### src/rtl/lfsr_rr_sched.sv
// One Fibonacci LFSR shared round-robin among NUM_REQ requesters; each grant gets a WIDTH-bit serial burst.
// Optional macro LFSR_SCHED_PARITY_EN appends a parity beat and exposes the Par_Beat port.
module lfsr_rr_sched #(
    parameter int unsigned      WIDTH   = 4,
    parameter logic [WIDTH-1:0] TAPS    = 4'b1100,
    parameter int unsigned      WARMUP  = 8,
    parameter int unsigned      NUM_REQ = 2
) (
    input  logic               CLK,
    input  logic               RST,
    input  logic [WIDTH-1:0]   Seed,
    input  logic               Seed_Load,
    input  logic [NUM_REQ-1:0] Req,
    output logic [NUM_REQ-1:0] Grant,
    output logic               OUT,
    output logic               Valid,
    output logic               Last,
    output logic               Busy
`ifdef LFSR_SCHED_PARITY_EN
    ,
    output logic               Par_Beat
`endif
);

`ifdef LFSR_SCHED_PARITY_EN
    localparam int unsigned NBEATS = WIDTH + 1;
`else
    localparam int unsigned NBEATS = WIDTH;
`endif
    localparam int unsigned CMAX = (WARMUP > NBEATS) ? WARMUP : NBEATS;
    localparam int unsigned CW   = $clog2(CMAX + 1);
    localparam int unsigned PW   = $clog2(NUM_REQ);

    // LOAD: seed sample | WARMUP: discard shifts | IDLE: arbitrate | SERVE: burst out
    typedef enum logic [1:0] {S_LOAD, S_WARMUP, S_IDLE, S_SERVE} state_t;

    state_t             state_q, state_d;
    logic [WIDTH-1:0]   lfsr_q, lfsr_d, lfsr_shift;
    logic [CW-1:0]      cnt_q, cnt_d;
    logic [PW-1:0]      rr_ptr_q, rr_ptr_d, gidx_q, gidx_d;
    logic [NUM_REQ-1:0] grant_q, grant_d;
    logic               out_q, out_d, valid_q, valid_d, last_q, last_d;
`ifdef LFSR_SCHED_PARITY_EN
    logic               par_q, par_d, pbeat_q, pbeat_d;
`endif
    logic               reseed;
    logic [PW-1:0]      pick_idx;
    logic               pick_hit;
    logic [PW:0]        sum;

    assign lfsr_shift = {lfsr_q[WIDTH-2:0], ^(lfsr_q & TAPS)};
    assign reseed     = Seed_Load && (state_q != S_LOAD);

    // Descending scan so the smallest offset from rr_ptr wins.
    always_comb begin
        pick_idx = '0;
        pick_hit = 1'b0;
        sum      = '0;
        for (int i = NUM_REQ - 1; i >= 0; i--) begin
            sum = {1'b0, rr_ptr_q} + (PW+1)'(i);
            if (sum >= (PW+1)'(NUM_REQ)) sum = sum - (PW+1)'(NUM_REQ);
            if (Req[sum[PW-1:0]]) begin
                pick_idx = sum[PW-1:0];
                pick_hit = 1'b1;
            end
        end
    end

    always_ff @(posedge CLK or negedge RST) begin
        if (!RST) begin
            state_q  <= S_LOAD;
            lfsr_q   <= WIDTH'(1);
            cnt_q    <= '0;
            rr_ptr_q <= '0;
            gidx_q   <= '0;
            grant_q  <= '0;
            out_q    <= 1'b0;
            valid_q  <= 1'b0;
            last_q   <= 1'b0;
`ifdef LFSR_SCHED_PARITY_EN
            par_q    <= 1'b0;
            pbeat_q  <= 1'b0;
`endif
        end else begin
            state_q  <= state_d;
            lfsr_q   <= lfsr_d;
            cnt_q    <= cnt_d;
            rr_ptr_q <= rr_ptr_d;
            gidx_q   <= gidx_d;
            grant_q  <= grant_d;
            out_q    <= out_d;
            valid_q  <= valid_d;
            last_q   <= last_d;
`ifdef LFSR_SCHED_PARITY_EN
            par_q    <= par_d;
            pbeat_q  <= pbeat_d;
`endif
        end
    end

    always_comb begin
        state_d = state_q;
        if (reseed) begin
            state_d = S_LOAD;
        end else begin
            case (state_q)
                S_LOAD:   state_d = S_WARMUP;
                S_WARMUP: if (cnt_q == CW'(WARMUP - 1)) state_d = S_IDLE;
                S_IDLE:   if (pick_hit) state_d = S_SERVE;
                S_SERVE:  if (cnt_q == CW'(NBEATS)) state_d = S_IDLE;
                default:  state_d = S_LOAD;
            endcase
        end
    end

    always_comb begin
        lfsr_d   = lfsr_q;
        cnt_d    = cnt_q;
        rr_ptr_d = rr_ptr_q;
        gidx_d   = gidx_q;
        grant_d  = grant_q;
        out_d    = out_q;
        valid_d  = valid_q;
        last_d   = last_q;
`ifdef LFSR_SCHED_PARITY_EN
        par_d    = par_q;
        pbeat_d  = pbeat_q;
`endif
        if (reseed) begin
            grant_d = '0;
            valid_d = 1'b0;
            last_d  = 1'b0;
            out_d   = 1'b0;
`ifdef LFSR_SCHED_PARITY_EN
            pbeat_d = 1'b0;
`endif
        end else begin
            case (state_q)
                S_LOAD: begin
                    lfsr_d = (Seed == '0) ? WIDTH'(1) : Seed;
                    cnt_d  = '0;
                end
                S_WARMUP: begin
                    lfsr_d = lfsr_shift;
                    cnt_d  = cnt_q + CW'(1);
                end
                S_IDLE: begin
                    if (pick_hit) begin
                        gidx_d  = pick_idx;
                        grant_d = NUM_REQ'(1) << pick_idx;
                        valid_d = 1'b1;
                        out_d   = lfsr_q[WIDTH-1];
                        lfsr_d  = lfsr_shift;
                        cnt_d   = CW'(1);
                        last_d  = (CW'(NBEATS) == CW'(1));
`ifdef LFSR_SCHED_PARITY_EN
                        par_d   = lfsr_q[WIDTH-1];
                        pbeat_d = 1'b0;
`endif
                    end
                end
                S_SERVE: begin
                    if (cnt_q == CW'(NBEATS)) begin
                        grant_d  = '0;
                        valid_d  = 1'b0;
                        last_d   = 1'b0;
                        out_d    = 1'b0;
                        rr_ptr_d = (gidx_q == PW'(NUM_REQ - 1)) ? '0 : gidx_q + PW'(1);
`ifdef LFSR_SCHED_PARITY_EN
                        pbeat_d  = 1'b0;
`endif
                    end else begin
                        cnt_d  = cnt_q + CW'(1);
                        last_d = ((cnt_q + CW'(1)) == CW'(NBEATS));
`ifdef LFSR_SCHED_PARITY_EN
                        if (cnt_q == CW'(WIDTH)) begin
                            out_d   = par_q;
                            pbeat_d = 1'b1;
                        end else begin
                            out_d  = lfsr_q[WIDTH-1];
                            lfsr_d = lfsr_shift;
                            par_d  = par_q ^ lfsr_q[WIDTH-1];
                        end
`else
                        out_d  = lfsr_q[WIDTH-1];
                        lfsr_d = lfsr_shift;
`endif
                    end
                end
                default: ;
            endcase
        end
    end

    assign Grant = grant_q;
    assign OUT   = out_q;
    assign Valid = valid_q;
    assign Last  = last_q;
    assign Busy  = (state_q != S_IDLE);
`ifdef LFSR_SCHED_PARITY_EN
    assign Par_Beat = pbeat_q;
`endif

endmodule

### config.mk
export PLATFORM = sky130hd
export DESIGN_NAME = lfsr_rr_sched
export DESIGN_NICKNAME = d
export VERILOG_FILES = /design/src/rtl/lfsr_rr_sched.sv
export SDC_FILE = /design/constraint.sdc
export NUM_CORES = 1
export LEC_CHECK = 0
export ABC_AREA = 1
export BUFFER_PORTS_ARGS = -buffer_cell sky130_fd_sc_hd__buf_2
export CAP_MARGIN = 40
export CORE_MARGIN = 3
export CORE_UTILIZATION = 37
export CTS_CLUSTER_DIAMETER = 200
export CTS_CLUSTER_SIZE = 25
export DETAILED_ROUTE_END_ITERATION = 7
export MAX_ROUTING_LAYER = met4
export PLACE_DENSITY = 0.58
export SLEW_MARGIN = 10
export SYNTH_ARGS = -nofsm -noshare
export SYNTH_HDL_FRONTEND = slang
export SYNTH_SLANG_ARGS = --single-unit
### constraint.sdc
create_clock -name CLK -period 1.7 [get_ports CLK]
set_input_delay 0.34 -clock CLK [delete_from_list [all_inputs] [get_ports CLK]]
set_output_delay 0.34 -clock CLK [all_outputs]
set_load 0.05 [all_outputs]
==> metrics.yaml <==
outcome: "finished clean"
dpl_cell_area_sq_um: 1124
synth_area_leaders: "dfrtp_1 38%, nand2_1 16%, nand3_1 5.7%"
core_sq_um: 2590
num-nets-final: 164
crit_path_max_incr_delay_ns: 0.46
end_kind: "output port"
finalPower_uw: 2068
yosysWarnings: 0
final_util: 0.4512
clock_sinks: 17
syn_area_sq_um: 1047
overflow: 0
drcViolationCount: 0
routed_wl_um: 2055
fmax_mhz: 665.8
ir_drop_uv: 1040
cap_violations: 0
wire_per_inst_um: 11.35
grt_pass1_vias: 854
power_density_nw_per_um2: 1770
maxSlewViolCount: 0
setup_violations: 0
num_antenna_cells: 0
pwr-share-clk: 0.105
clkTransAtPathRegs_ns: 0.10
initial_core_util: 0.4043
path_max_fanout: 6
worstPathCellList: "nand2_1 > buf_2"
yosysTopAreaCellShare: 0.3823
synth_cells: 133
dr_total_vias: 881
dieArea_sq_um: 3505
area_delta_synth_final_pct: 11.59
worst_path_max_delay_cell: "dfrtp_1"
critPathArrivalTime_ns: 1.16
criticalPathCategory: "reg -> out"
cp_top_family: "flip-flops"
finalHoldViolations: 0
io_pins: 15
pwr-share-comb: 0.537
grt_max_degree: 18
fin_setup_tns_ns: 0
cts_made_buffers: 3
drtAntennaViolNets: 0
power_frac_seq: 0.359
antenna_found_initial: 0
drive_gt1_frac: 0.2649
synth_top_area_cell: "dfrtp_1"
clk_path_buf_depth: 2
grt_usage: 0.1431
p_int_uw: 1042
fin_crit_ns: 1.502
drt_iter0_drc: 26
routed_via_density: 4.867
p_sw_uw: 1026
dieWidth_um: 59.20
clock_skew_ns: 0.004367
post_synth_num_cell_types: 25
htree_levels: 1
seq_area_frac_synth: 0.4074
hpwl_um: 1655
portBuffers: 14
fp-row-count: 18
holdCritPathClass: "in -> reg"
first_pass_iters: 4
layout_setup_ws_ns: 0.1980
worstMarginPinSlew_ns: 0.3816
slew_headroom: 0.7456
clk_latency_ns: 0.29
grt_pass1_wl_um: 3712
fin_crit_sh: 0.8836
required_ns: 1.36
finalInstanceArea_sq_um: 1169
synth_nets: 145
leakage_uw: 0.0006250
gp_congestion: 0.8745
swShare: 0.4963
dieHeight_um: 59.20
cts_tree: "done"
grt_setup_unrepaired: "no"
ys_seq_elements: 17
clock-root-buffer: "clkbuf_4"
critPathLaunchType: "flop"
dp_slack_ns: 0.2206
syn_area_per_cell_sq_um: 7.874
worst-path-buf-inv: 1
state kept, by name, summed over array words and instances (netlist names):
name / count
cnt_q: 4
lfsr_q: 4
Grant: 2
state_q: 2
Last: 1
OUT: 1
Valid: 1
gidx_q: 1
rr_ptr_q: 1
layout make-up:
| type | count | area [sq um] |
|---|---|---|
| fill | 270 | 1421 |
| timing repair buffer | 16 | 87.58 |
| clock buffer | 4 | 26.28 |
| sequential | 17 | 427.9 |
| multi-input combinational | 99 | 528.0 |
| tap | 30 | 37.54 |
| inverter | 15 | 61.31 |
logic make-up (layout without fill, tap and decap cells):
family                   Yosys count  count (layout)  synth area share
AND/OR/NAND/NOR                   77              77            0.3477
adder cells (fa/ha/maj)            3               3           0.03585
buffers and inverters             17              35           0.08841
flip-flops                        17              17            0.4074
XOR/XNOR                           1               1          0.008365
AO/OA/AOI/OAI                     18              18            0.1123
per-stage QoR:
stage	hold WS, ns	cells
6_report	0.3850	181
5_1_grt	0.3908	181
4_1_cts	0.3828	180
3_5_place_dp	0.2864	175
3_3_place_gp	0.2872	175
2_1_floorplan	0.04441	133
worst register-to-register path: cells and delay by family (launching register included):
family | cells | cell delay, ns
buffers and inverters | 1 | 0.09
flip-flops | 1 | 0.46
AND/OR/NAND/NOR | 4 | 0.47
adder cells (fa/ha/maj) | 1 | 0.21
AO/OA/AOI/OAI | 1 | 0.07
what timing repair did:
| action | in CTS | in global routing |
|---|---|---|
| resized for setup | 1 | 0 |
| cloned | 0 | 0 |
| buffers inserted | 0 | 1 |
| endpoints found under the setup margin | 1 | 1 |
| hold buffers | 1 | 0 |
| hold endpoints to repair | 16 | 0 |
worst paths after layout:
path                                   startpoint                    end  slack (ns)  cells past startpoint
setup / recovery           state_q[1]$_DFFE_PN0P_                   Busy        0.20                      2
hold / removal                             Req[0]      Valid$_DFFE_PN0P_        0.39                      3
hold reg to reg              Grant[1]$_DFFE_PN0P_   Grant[1]$_DFFE_PN0P_        0.47                      2
max in group asynchronous                     RST  lfsr_q[0]$_DFFE_PN1P_        0.89                      2
min in group asynchronous                     RST       Last$_DFFE_PN0P_        0.49                      2
setup reg to reg             cnt_q[0]$_DFFE_PN0P_   Grant[0]$_DFFE_PN0P_        0.28                      7
layer usage:
layer,GRT usage,vias to the layer above,wire length (um)
met5,-,-,0
met4,0.04207,0,31
met3,0.04575,4,89
met2,0.2215,20,937
met1,0.1780,400,996
li1,-,457,-
Yosys cell counts:
cell type,count
a21oi_1,1
dfstp_2,1
nand3_4,1
o21ai_0,8
nor2_4,1
nand3_1,12
nand3_2,1
clkinv_4,1
o21ai_2,6
nor2_1,8
inv_1,12
xor2_1,1
inv_2,2
nor2_2,1
nand2_2,5
nand4_1,1
ha_1,3
dfrtp_1,16
a21boi_0,1
nand2_1,45
nand2_4,2
buf_6,1
o21a_1,1
o21ai_1,1
buf_12,1
power groups by stage:
| stage | clock (uW) | sequential (uW) | combinational [uW] |
|---|---|---|---|
| 2_1_floorplan | 0 | 822 | 845 |
| 3_3_place_gp | 0 | 772 | 1050 |
| 3_5_place_dp | 0 | 778 | 1070 |
| 4_1_cts | 225 | 774 | 1070 |
| 5_1_grt | 245 | 774 | 1250 |
| 6_report | 217 | 742 | 1110 |
cell usage in the layout, fill, tap and decap left out, drive strengths merged:
cell / Yosys / routed
ha: 3 / 3
inv: 14 / 14
a21oi: 1 / 1
nand4: 1 / 1
o21ai: 15 / 15
o21a: 1 / 1
nor2: 10 / 10
xor2: 1 / 1
clkinv: 1 / 1
dfstp: 1 / 1
dfrtp: 16 / 16
nand3: 14 / 14
a21boi: 1 / 1
nand2: 52 / 52
dlygate4sd3: 0 / 1
buf: 2 / 15
clkbuf: 0 / 4
No activity file was read; power rests on OpenSTA's default activity.
